--- src/rtl/uart_apb_core.sv ---
// uart_apb_core: 8N1 UART receive front end plus a single-transfer APB master
// driving an internal four-register APB slave, with the bus exported for monitoring.
// Optional feature macro: APB_WAIT_STATE_EN (slave inserts one wait state per transfer).
module uart_apb_core #(
   parameter int unsigned CLKS_PER_BIT = 16,
   parameter int unsigned ADDR_W       = 32,
   parameter int unsigned DATA_W       = 32
) (
   input  logic              clk,
   input  logic              rst_n,
   input  logic              rx,
   output logic [7:0]        rx_data,
   output logic              rx_data_valid,
   input  logic              start,
   input  logic [ADDR_W-1:0] addr,
   input  logic [DATA_W-1:0] wdata,
   input  logic              write_en,
   output logic [DATA_W-1:0] rdata,
   output logic              done,
   output logic [ADDR_W-1:0] PADDR,
   output logic [DATA_W-1:0] PWDATA,
   output logic              PWRITE,
   output logic              PSEL,
   output logic              PENABLE,
   output logic              PREADY,
   output logic [DATA_W-1:0] PRDATA
);

   localparam int unsigned CNT_W = $clog2(CLKS_PER_BIT) + 1;
   localparam int unsigned HALF  = CLKS_PER_BIT / 2;

   typedef enum logic [1:0] {RX_IDLE, RX_START, RX_DATA, RX_STOP} rx_state_t;
   typedef enum logic [1:0] {APB_IDLE, APB_SETUP, APB_ACCESS} apb_state_t;

   rx_state_t        rx_state, rx_state_nx;
   logic             rx_meta, rx_sync, rx_prev;
   logic [CNT_W-1:0] rx_cnt, rx_cnt_nx;
   logic [2:0]       rx_bit, rx_bit_nx;
   logic [7:0]       rx_shift, rx_shift_nx, rx_data_nx;
   logic             rx_valid_nx;

   apb_state_t       apb_state, apb_state_nx;
   logic             xfer_done_c;
   logic [DATA_W-1:0] slv_reg [4];

   // Receiver registers; the line synchroniser idles high so reset never looks like a start bit
   always_ff @(posedge clk) begin
      if (!rst_n) begin
         rx_meta       <= 1'b1;
         rx_sync       <= 1'b1;
         rx_prev       <= 1'b1;
         rx_state      <= RX_IDLE;
         rx_cnt        <= '0;
         rx_bit        <= '0;
         rx_shift      <= '0;
         rx_data       <= '0;
         rx_data_valid <= 1'b0;
      end else begin
         rx_meta       <= rx;
         rx_sync       <= rx_meta;
         rx_prev       <= rx_sync;
         rx_state      <= rx_state_nx;
         rx_cnt        <= rx_cnt_nx;
         rx_bit        <= rx_bit_nx;
         rx_shift      <= rx_shift_nx;
         rx_data       <= rx_data_nx;
         rx_data_valid <= rx_valid_nx;
      end
   end

   // Receiver next state: mid-bit check of start, then 9 full-bit-spaced samples
   always_comb begin
      rx_state_nx = rx_state;
      rx_cnt_nx   = rx_cnt + CNT_W'(1);
      rx_bit_nx   = rx_bit;
      rx_shift_nx = rx_shift;
      rx_data_nx  = rx_data;
      rx_valid_nx = 1'b0;
      case (rx_state)
         RX_IDLE: begin
            rx_cnt_nx = '0;
            rx_bit_nx = '0;
            if (rx_prev && !rx_sync) rx_state_nx = RX_START;
         end
         RX_START: begin
            if (rx_cnt == CNT_W'(HALF - 1)) begin
               rx_cnt_nx   = '0;
               rx_state_nx = rx_sync ? RX_IDLE : RX_DATA;
            end
         end
         RX_DATA: begin
            if (rx_cnt == CNT_W'(CLKS_PER_BIT - 1)) begin
               rx_cnt_nx   = '0;
               rx_shift_nx = {rx_sync, rx_shift[7:1]};
               rx_bit_nx   = rx_bit + 3'd1;
               if (rx_bit == 3'd7) rx_state_nx = RX_STOP;
            end
         end
         RX_STOP: begin
            if (rx_cnt == CNT_W'(CLKS_PER_BIT - 1)) begin
               rx_cnt_nx   = '0;
               rx_state_nx = RX_IDLE;
               if (rx_sync) begin
                  rx_data_nx  = rx_shift;
                  rx_valid_nx = 1'b1;
               end
            end
         end
         default: rx_state_nx = RX_IDLE;
      endcase
   end

   assign xfer_done_c = (apb_state == APB_ACCESS) && PREADY;

   // APB master next state; start only matters in IDLE
   always_comb begin
      apb_state_nx = apb_state;
      case (apb_state)
         APB_IDLE:   if (start) apb_state_nx = APB_SETUP;
         APB_SETUP:  apb_state_nx = APB_ACCESS;
         APB_ACCESS: if (PREADY) apb_state_nx = APB_IDLE;
         default:    apb_state_nx = APB_IDLE;
      endcase
   end

   // APB master state and registered bus/handshake outputs
   always_ff @(posedge clk) begin
      if (!rst_n) begin
         apb_state <= APB_IDLE;
         PSEL      <= 1'b0;
         PENABLE   <= 1'b0;
         PADDR     <= '0;
         PWDATA    <= '0;
         PWRITE    <= 1'b0;
         done      <= 1'b0;
         rdata     <= '0;
      end else begin
         apb_state <= apb_state_nx;
         PSEL      <= (apb_state_nx != APB_IDLE);
         PENABLE   <= (apb_state_nx == APB_ACCESS);
         done      <= xfer_done_c;
         if (apb_state == APB_IDLE && start) begin
            PADDR  <= addr;
            PWDATA <= wdata;
            PWRITE <= write_en;
         end
         if (xfer_done_c && !PWRITE) rdata <= PRDATA;
      end
   end

`ifdef APB_WAIT_STATE_EN
   logic wait_q;

   // Ready only on the second ACCESS cycle of each transfer
   always_ff @(posedge clk) begin
      if (!rst_n) wait_q <= 1'b0;
      else        wait_q <= PSEL && PENABLE && !PREADY;
   end

   assign PREADY = PSEL && PENABLE && wait_q;
`else
   assign PREADY = PSEL && PENABLE;
`endif

   // Slave register file, indexed by the low two address bits
   always_ff @(posedge clk) begin
      if (!rst_n) begin
         for (int i = 0; i < 4; i++) slv_reg[i] <= '0;
      end else if (PSEL && PENABLE && PREADY && PWRITE) begin
         slv_reg[PADDR[1:0]] <= PWDATA;
      end
   end

   assign PRDATA = PSEL ? slv_reg[PADDR[1:0]] : '0;

endmodule

--- config.mk ---
export PLATFORM = sky130hd
export DESIGN_NAME = uart_apb_core
export DESIGN_NICKNAME = d
export VERILOG_FILES = /design/src/rtl/uart_apb_core.sv
export SDC_FILE = /design/constraint.sdc
export NUM_CORES = 1
export LEC_CHECK = 0
export CORE_MARGIN = 4
export CORE_UTILIZATION = 24
export DETAILED_ROUTE_END_ITERATION = 10
export PLACE_DENSITY = 0.4
export RECOVER_POWER = 100
export SETUP_SLACK_MARGIN = 0.15
export SLEW_MARGIN = 20
export SYNTH_ARGS = -nofsm -noshare
export SYNTH_HDL_FRONTEND = slang
export SYNTH_SLANG_ARGS = --single-unit
--- constraint.sdc ---
create_clock -name clk -period 8.4 [get_ports clk]
set_clock_uncertainty 0.1 [all_clocks]
set_input_delay 2.1 -clock clk [delete_from_list [all_inputs] [get_ports clk]]
set_output_delay 2.1 -clock clk [all_outputs]
set_load 0.01 [all_outputs]
==> flow_metrics.tcl <==
set metrics [dict create \
    async_flop_share_pct 0 \
    pre_cts_ws_ns 3.23 \
    rows 76 \
    synth_seq_cells 262 \
    root_buffer "clkbuf_16" \
    finalSetupTns_ns 0 \
    grt_max_degree 76 \
    synthesis.nets 950 \
    period_minus_slack_ns 6.06 \
    synth_simple_gate_area_share_pct 18.3 \
    grt_pass1_vias 7487 \
    synth_cells 877 \
    r2r_slack_ns 3.69 \
    min_from "rx_meta" \
    postSynthAreaPerCell_um2 11.9 \
    grt-ovfl-total 0 \
    peakVddDrop_mv 0.160 \
    crit_required_ns 8.48 \
    ys.flop_type "dfxtp_1" \
    final_nets 1138 \
    critical_path.startpoint_type "primary input" \
    ios 211 \
    max_slew_margin_pct -87.3 \
    largest_register_ffs 128 \
    setup_violations 0 \
    yosys_warnings 0 \
    fill_cells 4344 \
    whs_endpoint "rx_sync" \
    yosysTopAreaCell "edfxtp_1" \
    intPower_mw 2.47 \
    drive_above_1_share_pct 9.37 \
    powerDensity_nw_per_um2 224 \
    rsz0062_at_grt "no" \
    pwr-share-clk_pct 47.9 \
    max_freq_ghz 0.165 \
    synth_xor_area_share_pct 0.168 \
    synth_top_area_share_pct 36.8 \
    cts-buffers-inserted 31 \
    die_w_um 217 \
    seq_area_frac_synth_pct 62.5 \
    coreArea_um2 43100 \
    cp_max_fo 33 \
    cts.sinks 262 \
    first_pass_iters 6 \
    htree_levels 1 \
    drt_iter0_markers 330 \
    clk_pin_slew_worst_paths_ns 0.06 \
    drv_cap 7 \
    yosys-top-cells-count "and2_1, nand2_1, dfxtp_1" \
    r2r_start "PSEL" \
    p_sw_share_pct 22.8 \
    tightest_slew_ns 2.79 \
    r2r_end "slv_reg[1][12]" \
    post_cts_buffers 0 \
    ant_nets 0 \
    synthAdderAreaFrac_pct 0.480 \
    syn-cell-area_um2 10400 \
    post-route-period-util_pct 72.2 \
    cp.arrival_ns 6.14 \
    combPwrFrac_pct 7.2 \
    antenna_cells 0 \
    crit_chain "dlygate4sd3_1 -> clkbuf_1 -> nand4_1 -> nor3_4 -> clkbuf_1 -> nand2b_2" \
    gp_congestion 0.675 \
    wl_um 31100 \
    rr_worst_depth 4 \
    synth_compound_area_share_pct 8.51 \
    avgRoutedWirePerCell_um 18.6 \
    finalHoldViolations 0 \
    yosysMostFrequentCell "and2_1" \
    cp_slowest_stage_delay_ns 1.12 \
    final_cells 1674 \
    cts-hold-fix-buffers 0 \
    final-max-slew-violation-count 225 \
    cts_tree "yes" \
    outcome "finished with violations" \
    p_seq_share_pct 44.9 \
    crit_top_cell "clkbuf_1" \
    dieArea_um2 46900 \
    grtUsageTotal_pct 13.0 \
    slowest_stage "clkbuf_1" \
    clk_latency_ns 0.56 \
    cts_resized 0 \
    hold_class "register to register" \
    holdPathStages 1 \
    synth_top_family_by_area "simple AND/OR/NAND/NOR gates" \
    viasPerCell 4.24 \
    start_util_pct 24.2 \
    synth_area_leaders "edfxtp_1, dfxtp_1, and2_1, mux4_2, nand2_1" \
    post-dp-hpwl_um 18900 \
    die_y_um 217 \
    p_switching_uw 726 \
    synth_edf_count 128 \
    clockBufferDepth 3 \
    violations "capacitance limit, slew limit" \
    antenna_found_initial 0 \
    critPathKind "primary input to register" \
    setup_slack_ns 2.34 \
    power_leakage_nw 5.22 \
    area_growth_syn_to_layout_pct 36.2 \
    place_inst 1617 \
    grt_pass1_wl_um 47000 \
    ys_types 42 \
    synthMuxAreaShare_pct 6.91 \
    drc_errors 0 \
    io_buffers 210 \
    vias 7092 \
    worstSetupEndpointType "register" \
]
[cell type report]
type | count | area, um2 | share of cell area, %
Clock buffer | 36 | 815 | 5.73
Clock inverter | 21 | 342 | 2.40
Multi-Input combinational cell | 547 | 3640 | 25.6
Sequential cell | 262 | 6530 | 45.9
Inverter | 4 | 16.3 | 0.114
Tap cell | 585 | 732 | 5.15
Timing Repair Buffer | 219 | 2140 | 15.1
[per-stage QoR]
stage | hold slack (ns) | cell area (um2) | total power, mW | util (%)
6_report | 0.324 | 14200 | 3.19 | 33.0
5_1_grt | 0.350 | 14200 | 3.33 | 33.0
4_1_cts | 0.329 | 14300 | 3.26 | 33.1
3_5_place_dp | 0.302 | 13100 | 1.71 | 30.4
3_3_place_gp | 0.299 | 13100 | 1.71 | 30.4
2_1_floorplan | 0.286 | 10400 | 1.56 | -
[critical path: cells and delay by family]
family / cells / cell delay (ns)
and+or+nand+nor: 3 / 1.67
buffers and inverters: 3 / 2.33
[per-layer routing]
metal | track usage (%) | vias up | share of wire, %
met5 | 0 | - | 0
met4 | 2.62 | 0 | 1.8
met3 | 4.16 | 39 | 7.6
met2 | 21.4 | 200 | 46
met1 | 16.8 | 3382 | 45
li1 | - | 3471 | -
[cells by family after synthesis]
logic type,Yosys count
buffers and inverters,68
adder cells (fa/ha/maj),4
AO/OA/AOI/OAI,150
multiplexers,32
XOR/XNOR,2
AND/OR/NAND/NOR,359
flip-flops,262
[power groups by stage]
stage               Combinational, mW  Sequential [mW]  Clock (mW)
floorplan                       0.114             1.44           0
global placement                0.247             1.46           0
detailed placement              0.247             1.46           0
CTS                             0.248             1.44        1.58
global route                    0.252             1.44        1.63
finish                          0.230             1.43        1.53
[placed cells by master (no fill, tap or decap), types with 2 or more instances in the layout]
cell / n
nand2_1: 138
dfxtp_1: 132
edfxtp_1: 128
dlygate4sd3_1: 118
and2_0: 95
clkdlybuf4s50_1: 92
a21oi_1: 90
and2_1: 65
mux4_2: 32
a22o_1: 32
clkbuf_16: 31
nand3_1: 23
o21ai_0: 18
bufinv_16: 9
clkbuf_1: 9
nand2b_1: 7
clkinvlp_4: 5
ha_1: 4
clkinv_2: 4
inv_1: 3
and3_1: 3
nand4b_1: 3
clkinvlp_2: 3
a31oi_1: 3
nor2_1: 3
o21ai_4: 2
nand4_1: 2
nor3_4: 2
nand2b_2: 2
and4b_1: 2
nor3b_1: 2
or3_1: 2
nor3_1: 2
clkbuf_8: 2
buf_4: 2
[worst max-delay path by stage]
stage          slack (ns)  depth (start not counted)        endpoint     start
3_3_place_gp         3.26                          6  slv_reg[1][14]     rst_n
3_5_place_dp         3.23                          6  slv_reg[1][14]     rst_n
4_1_cts              3.34                          3       PRDATA[3]  register
2_1_floorplan        4.27                          2   slv_reg[3][0]     rst_n
5_1_grt              1.95                          6       rdata[13]     rst_n
6_report             2.34                          6  slv_reg[1][12]     rst_n
No activity file was read; power rests on OpenSTA's default activity.
